[src/rtl/vga_timing_ctrl.sv]
// rtl/vga_timing_ctrl.sv - VGA raster timing with frame-aligned start/stop; VGA_PIPE_ALIGN_EN adds a one-pixel decode delay stage
module vga_timing_ctrl #(
    parameter int CLK_DIV = 2,
    parameter int H_VIS   = 640,
    parameter int H_FP    = 16,
    parameter int H_SYN   = 96,
    parameter int H_BP    = 48,
    parameter int V_VIS   = 480,
    parameter int V_FP    = 10,
    parameter int V_SYN   = 2,
    parameter int V_BP    = 33
) (
    input  logic       clk,
    input  logic       rst_n,
    input  logic       en,
    output logic       busy,
    output logic       pix_en,
    output logic [9:0] hc,
    output logic [9:0] vc,
    output logic       vidon,
    output logic       hs,
    output logic       vs,
    output logic       frame_start,
    output logic       line_start
);

    localparam int H_TOT = H_VIS + H_FP + H_SYN + H_BP;
    localparam int V_TOT = V_VIS + V_FP + V_SYN + V_BP;
    localparam int DW    = (CLK_DIV > 1) ? $clog2(CLK_DIV) : 1;

    localparam logic [DW-1:0] DIV_LAST = DW'(CLK_DIV - 1);
    localparam logic [9:0]    H_LAST   = 10'(H_TOT - 1);
    localparam logic [9:0]    V_LAST   = 10'(V_TOT - 1);

    typedef enum logic [1:0] {IDLE, RUN, DRAIN} state_t;

    state_t        state;
    logic [DW-1:0] div;
    logic [DW-1:0] div_nxt;
    logic [9:0]    hc_nxt;
    logic [9:0]    vc_nxt;
    logic          last_pix;
    logic          vid_q;
    logic          hs_q;
    logic          vs_q;

    function automatic logic vis_of(input logic [9:0] h, input logic [9:0] v);
        return (int'(h) < H_VIS) && (int'(v) < V_VIS);
    endfunction

    function automatic logic hs_of(input logic [9:0] h);
        return !((int'(h) >= H_VIS + H_FP) && (int'(h) < H_VIS + H_FP + H_SYN));
    endfunction

    function automatic logic vs_of(input logic [9:0] v);
        return !((int'(v) >= V_VIS + V_FP) && (int'(v) < V_VIS + V_FP + V_SYN));
    endfunction

    always_comb begin
        div_nxt  = (div == DIV_LAST) ? '0 : div + 1'b1;
        hc_nxt   = (hc == H_LAST) ? 10'd0 : hc + 10'd1;
        vc_nxt   = vc;
        if (hc == H_LAST) begin
            vc_nxt = (vc == V_LAST) ? 10'd0 : vc + 10'd1;
        end
        last_pix = (hc == H_LAST) && (vc == V_LAST);
    end

    // pix_en is registered: it is loaded with "next divider hits its last count"
    always_ff @(posedge clk or negedge rst_n) begin
        if (!rst_n) begin
            state       <= IDLE;
            busy        <= 1'b0;
            div         <= '0;
            pix_en      <= 1'b0;
            hc          <= 10'd0;
            vc          <= 10'd0;
            vid_q       <= 1'b0;
            hs_q        <= 1'b1;
            vs_q        <= 1'b1;
            frame_start <= 1'b0;
            line_start  <= 1'b0;
        end else begin
            frame_start <= 1'b0;
            line_start  <= 1'b0;
            case (state)
                IDLE: begin
                    if (en) begin
                        state       <= RUN;
                        busy        <= 1'b1;
                        div         <= '0;
                        pix_en      <= (CLK_DIV == 1);
                        hc          <= 10'd0;
                        vc          <= 10'd0;
                        vid_q       <= vis_of(10'd0, 10'd0);
                        hs_q        <= hs_of(10'd0);
                        vs_q        <= vs_of(10'd0);
                        frame_start <= 1'b1;
                        line_start  <= 1'b1;
                    end
                end
                default: begin
                    div    <= div_nxt;
                    pix_en <= (div_nxt == DIV_LAST);
                    if (state == RUN && !en) begin
                        state <= DRAIN;
                    end else if (state == DRAIN && en) begin
                        state <= RUN;
                    end
                    if (pix_en) begin
                        // Only a drain with en still low may stop, and only after the frame's last pixel
                        if (state == DRAIN && !en && last_pix) begin
                            state  <= IDLE;
                            busy   <= 1'b0;
                            div    <= '0;
                            pix_en <= 1'b0;
                            hc     <= 10'd0;
                            vc     <= 10'd0;
                            vid_q  <= 1'b0;
                            hs_q   <= 1'b1;
                            vs_q   <= 1'b1;
                        end else begin
                            hc          <= hc_nxt;
                            vc          <= vc_nxt;
                            vid_q       <= vis_of(hc_nxt, vc_nxt);
                            hs_q        <= hs_of(hc_nxt);
                            vs_q        <= vs_of(vc_nxt);
                            line_start  <= (hc_nxt == 10'd0);
                            frame_start <= (hc_nxt == 10'd0) && (vc_nxt == 10'd0);
                        end
                    end
                end
            endcase
        end
    end

`ifdef VGA_PIPE_ALIGN_EN
    logic vid_p;
    logic hs_p;
    logic vs_p;

    always_ff @(posedge clk or negedge rst_n) begin
        if (!rst_n) begin
            vid_p <= 1'b0;
            hs_p  <= 1'b1;
            vs_p  <= 1'b1;
        end else if (state == IDLE) begin
            vid_p <= 1'b0;
            hs_p  <= 1'b1;
            vs_p  <= 1'b1;
        end else if (pix_en) begin
            vid_p <= vid_q;
            hs_p  <= hs_q;
            vs_p  <= vs_q;
        end
    end

    assign vidon = vid_p;
    assign hs    = hs_p;
    assign vs    = vs_p;
`else
    assign vidon = vid_q;
    assign hs    = hs_q;
    assign vs    = vs_q;
`endif

endmodule
[config.mk]
export PLATFORM = sky130hd
export DESIGN_NAME = vga_timing_ctrl
export DESIGN_NICKNAME = d
export VERILOG_FILES = /design/src/rtl/vga_timing_ctrl.sv
export SDC_FILE = /design/constraint.sdc
export NUM_CORES = 1
export LEC_CHECK = 0
export BUFFER_PORTS_ARGS = -buffer_cell sky130_fd_sc_hd__clkbuf_2
export CAP_MARGIN = 15
export CORE_MARGIN = 3
export CORE_UTILIZATION = 40
export CTS_CLUSTER_DIAMETER = 30
export DETAILED_ROUTE_END_ITERATION = 10
export GPL_ROUTABILITY_DRIVEN = 0
export HOLD_SLACK_MARGIN = 0.12
export MAX_ROUTING_LAYER = met4
export PLACE_DENSITY = 0.62
export RECOVER_POWER = 50
export SETUP_SLACK_MARGIN = 0.2
export SKIP_CTS_REPAIR_TIMING = 1
export SYNTH_ARGS = -nofsm -noshare
export SYNTH_HDL_FRONTEND = slang
export SYNTH_SLANG_ARGS = --single-unit
[constraint.sdc]
create_clock -name clk -period 1.95 [get_ports clk]
set_input_delay 0.0975 -clock clk [delete_from_list [all_inputs] [get_ports clk]]
set_output_delay 0.0975 -clock clk [all_outputs]
set_load 0.01 [all_outputs]
After elaboration in Yosys (flattened, before gate mapping):

Cells that the tools add are included.
Widths: inputs -> output; s select.

* memories: 0
* input bits: 3
* bits in writable memories: 0
* output and inout port bits: 27
* logic and storage cells: 84
* bits in latches: 0
* ROM bits: 0
* register bits after elaboration: 29

* div/mod/pow operators: 0
* bitwise gates (word level): 0
* magnitude comparators: 6
* shift-type cells: 0
* add/sub/neg operators: 3
* $mul: 0
* mux-type cells: 41
* reductions and logical operators: 19
* equality and inequality tests: 5

Operator list (count)
* $mux 10: 10
* $mux 1: 25
* $add 10x1->10 const B: 2
* $eq 10x10->1 const B: 2
* $logic_not 10->1: 2
* $lt 10x10->1 const B: 2
* $lt 10x9->1 const B: 2
* $mux 2: 6
* $ge 10x10->1 const B: 1
* $ge 10x9->1 const B: 1
* $logic_and 1x1->1: 9
* $reduce_bool 2->1: 2
* $logic_not 1->1: 3
* $reduce_and 3->1: 1
* $eq 2x1->1 const B: 1
* $eq 2x2->1 const B: 1
* $logic_not 2->1: 1
* $ne 2x2->1 const B: 1
* $reduce_and 2->1: 1
* $add 1x1->1 const B: 1

Depth between registers and ports, before layout:

* depth in word-level cells: 9
* gate-level depth with buffers: 10
* depth with buffers taken out: 8

Least setup slack after synthesis:

No wires, ideal clock.

* kind: reg-to-reg
* from: register hc[1]
* to: register vid_q, in the netlist vidon
* required time: 1.809 ns
* arrival: 2.003 ns
* stages on the path, launching flop included: 10
* path slack: -0.194 ns
* setup time: 0.141 ns
* period minus slack after synthesis: 2.144 ns
* path buffers: 2
* path through: dfrtp_1 > ha_1 > and4_4 > buf_6 > and3_1 > buf_6 > nand3_2 > mux2i_2 > nor4b_2 > o41ai_2

* cells in the longest elaborated chain, start to end: 7
* elaborated cells on any way between the ends: 12
* those cells by class: add/sub (1); order compare (2); eq/ne (1); mux (5); reduce/logical (3)

Ends and longest elaborated chain
* from (decl): line 18 `output logic [9:0] hc,`
* from (signal assigned): line 123 `hc <= hc_nxt;`
* $add 10x1->10 or $eq 10x10->1 (tied branches): line 61, 63, 66
* $mux 10 (on tied branches): line 61, 63
* $lt 10x10->1 or $lt 10x9->1 (tied branches): line 48 `return (int'(h) < H_VIS) && (int'(v) < V_VIS);`
* $logic_and 1x1->1: line 48
* $mux 1 (*): line 112 `if (state == DRAIN && !en && last_pix) begin`
* $mux 1 (*): line 110 `if (pix_en) begin`
* $mux 1 (*): line 86 `case (state)`
* to (signal assigned): line 95 `vid_q <= vis_of(10'd0, 10'd0);`
* to (signal assigned): line 125 `vid_q <= vis_of(hc_nxt, vc_nxt);`
* to (decl): line 43 `logic vid_q;`

Every way passes the cells marked *; elsewhere a longest branch is shown, timed or not. The select of a mux whose other input is x is not followed.
A chain may end at the register's enable or synchronous reset.

Worst setup path in the final report:

* from: register hc[6]
* to: register vid_q, in the netlist vidon

The elaborated chain is that of the path after synthesis.

==> impl_results.md <==
* Outcome: finished, violations left
* Failing checks: negative setup slack
* DIE WIDTH at 78.0 µm
* Leakage dissipation at 1.27 nW
* CTS root buffer: sky130_fd_sc_hd__clkbuf_8
* Number of vias in the routed layout at 2104
* Worst-Skew Late Latency at 0.29 ns
* Total routing usage reported by global routing at 20.4%
* Worst-path cell chain: nor3b_4, and3_4, buf_8, o21ai_4, a21oi_4, inv_2, o41ai_4
* RSZ-0062 raised after global routing: true
* Startpoint of the worst setup timing path: hc[6]$_DFFE_PN0P_
* Number of inserted filler cells in the final layout at 427
* Startpoint of the tightest hold check path: en
* Main combinational cell family by area after synthesis: simple AND/OR/NAND/NOR gates
* Number of synthesized flops with an enable pin at 0
* Worst hold-check path type: in -> reg
* Number of antenna violations at the first check in global routing at 0
* Number of remaining DRC errors at 0
* Power per cell area at 426 nW/µm²
* Overall die height at 78.0 µm
* Number of standard cells after synthesis at 228
* Maximum number of pins on one net before global-route repair at 30
* Clock tree from TritonCTS: done
* Max Root-Sink Buffers at 2
* Port-buffer cells at 29
* Worst slew slack as a fraction of its limit at 50.3%
* Sequential-to-total area share from yosys stat at 35.1%
* Number of cells in the design after placement at 354
* Via count of the first global-routing pass at 1919
* Layout cell share with drive strength beyond 1 at 47.5%
* First-pass iteration count of the detailed router at 4
* Adder and majority gate portion of the synthesized area at 1.81%
* Leading register cell type out of synthesis: sky130_fd_sc_hd__dfrtp_1
* Critical path data arrival time at 2.15 ns
* Required @ worst endpoint at 2.13 ns
* Worst Tran Pin Value at 0.745 ns
* DIE AREA at 6090 µm²
* Number of max-cap violations at 0
* Aggregate global routing overflow at 0
* Type of element capturing the critical path: flip-flop
* Yosys warning count at 0
* Total of flip-flops plus latches after synthesis at 29
* Number of antenna cells inserted at 0
* Fmax at 0.508 GHz
* Average instance area after synthesis at 9.10 µm²
* Critical path launch point type: flip-flop
* Setup slack of the worst register-to-register path at -0.02 ns
* Post-synthesis net count at 234
* Category of cells accounting for the largest share of critical-path delay: simple AND/OR/NAND/NOR gates
* Number of different library cells in the post-synthesis netlist at 64
* Total buffers and inverters traversed by the critical path at 2
* Fraction of registers with async set or reset after synthesis at 100%
* Ports at 30
* DP HPWL at 4290 µm
* H-tree level count at 2
* Starting utilization of the core area at 42.5%
* Min cycle time layout at 1.97 ns
* Final standard cell count with taps included and fillers excluded at 372
* Multi-input combinational cell area at 1470 µm²
* Post-Route Skew at 0.00717 ns
* Iter 0 DRT Violations at 111
* CP max-delay cell: sky130_fd_sc_hd__dfrtp_1
* Proportion of synthesized area in mux cells at 0.663%
* Clock sink total at 29
* CP peak stage delay at 0.42 ns
* Worst vdd ir at 275 µV
* Residual antenna-violating net count after detailed routing at 0
* Number of standard-cell rows in the floorplan at 25
* Pins over their slew limit at 0
* Largest driver fanout on the critical path at 9
* Drt wl/cell at 17.1 µm
* Reg-to-Reg Start: hc[6]$_DFFE_PN0P_
* Period utilisation layout at 101%
* Final count of negative-setup-slack endpoints at 3
* Area fraction in compound gates after synthesis at 24.2%
* Clock buffer count from CTS at 5
* Clock edge transition at the registers on the reported setup and hold paths at 0.06 ns
* Xor/xnor cell area share of the yosys netlist at 3.38%
* Final Net Count at 310
* Via-to-Cell Ratio at 5.66
* Total wire length at 6380 µm
* Core area at 4880 µm²
* Final worst-path setup slack at -0.0176 ns
* Category of the most critical setup path: reg -> reg
* Hold violation total from the final report at 0
* Minimum setup slack after placement at -0.0520 ns
* Post-synthesis cell area at 2070 µm²
* Wire length of the first global-routing pass at 9690 µm
* Power consumption at 0.00128 W
* Synth-to-layout area growth at 45.0%
* Sequential cell area at 732 µm²
* Simple-gate share of the synthesized area at 26.2%
final timing paths:
kind / endpoint / cells past startpoint
min reg2reg: hs$_DFFE_PN1P_ / 2
max in group asynchronous: hc[1]$_DFFE_PN0P_ / 2
max reg2reg: vidon$_DFFE_PN0P_ / 7
min in group asynchronous: vc[9]$_DFFE_PN0P_ / 2
min: state[1]$_DFFE_PN0P_ / 2
max: vidon$_DFFE_PN0P_ / 7
synth_stat cells, drive strengths merged (2+ instances only):
| master | n | area [µm²] |
|---|---|---|
| nor3 | 7 | 35.0 |
| dfrtp | 27 | 676 |
| nand2 | 25 | 93.8 |
| or2 | 2 | 15.0 |
| buf | 14 | 136 |
| nand3 | 10 | 60.1 |
| dfstp | 2 | 52.6 |
| xor2 | 4 | 35.0 |
| xnor2 | 4 | 35.0 |
| ha | 3 | 37.5 |
| a31oi | 7 | 43.8 |
| a21oi | 11 | 66.3 |
| a22o | 4 | 35.0 |
| and3b | 2 | 17.5 |
| nand2b | 3 | 18.8 |
| o41ai | 4 | 61.3 |
| and3 | 4 | 26.3 |
| nand4 | 6 | 37.5 |
| nor2 | 15 | 56.3 |
| o21ai | 28 | 144 |
| a21o | 2 | 15.0 |
| nor4b | 2 | 38.8 |
| o31ai | 6 | 50.1 |
| inv | 4 | 15.0 |
| o21a | 3 | 22.5 |
| and2 | 2 | 15.0 |
| clkbuf | 4 | 28.8 |
| nor3b | 5 | 53.8 |
| o22ai | 2 | 12.5 |
routing by layer:
metal  routed length, µm  global-route usage [%]  up-vias
li1                    -                       -      991
met4                  78                    5.42        0
met5                   0                       -        -
met3                 403                    3.78        8
met1                2700                    27.0     1039
met2                3190                    32.5       66
registers in the layout, indices dropped and copies added, names as in the netlist:
signal and cells:
hc 10, vc 10, state 2, busy 1, div 1, frame_start 1, hs 1, line_start 1
vidon 1, vs 1
layout make-up:
cell class,instances,area share [%]
multi-input combinational,177,48.9
sequential,29,24.3
timing repair buffer,87,19.6
clock buffer,7,2.87
tap,67,2.79
clock inverter,1,0.998
inverter,4,0.499
report_power, final:
| part | switching (W) | internal (W) |
|---|---|---|
| sequential | 0.000000000000101 | 0.000602 |
| combinational | 0.0000147 | 0.00000355 |
| clock | 0.000245 | 0.000416 |
cell usage in the layout (no fill, tap or decap), types with 4 or more instances in the layout:
cell type	Yosys	final
sky130_fd_sc_hd__a22o_1	4	4
sky130_fd_sc_hd__nand4_1	6	6
sky130_fd_sc_hd__buf_6	5	4
sky130_fd_sc_hd__nor3_2	0	5
sky130_fd_sc_hd__clkbuf_8	1	6
sky130_fd_sc_hd__nand2_1	25	25
sky130_fd_sc_hd__nor2_1	15	10
sky130_fd_sc_hd__o21ai_1	1	5
sky130_fd_sc_hd__o21ai_0	26	20
sky130_fd_sc_hd__nand3_1	8	6
sky130_fd_sc_hd__clkbuf_1	2	11
sky130_fd_sc_hd__dfrtp_1	27	24
sky130_fd_sc_hd__buf_4	2	51
sky130_fd_sc_hd__a21oi_1	10	7
sky130_fd_sc_hd__clkbuf_2	0	20
sky130_fd_sc_hd__a31oi_1	7	4
logic make-up (layout without fill, tap and decap cells):
| kind of cell | count (synthesis) | count (layout) |
|---|---|---|
| flops | 29 | 29 |
| compound gates | 73 | 73 |
| fa+ha+maj | 3 | 3 |
| simple gates | 92 | 92 |
| mux | 1 | 1 |
| buf+inv | 22 | 99 |
| xor+xnor | 8 | 8 |
per-stage QoR:
step	hold slack, ns	util (%)	cell area [µm²]	setup TNS, ns
global route	0.157	61.6	3010	-0.559
CTS	-0.106	54.7	2670	-0.107
floorplan	-0.198	-	2140	-0.00501
detailed placement	0.202	52.3	2550	-0.0520
finish	0.145	61.6	3010	-0.0395
global placement	0.204	52.3	2550	-0.0258
No activity file was read; power rests on OpenSTA's default activity.
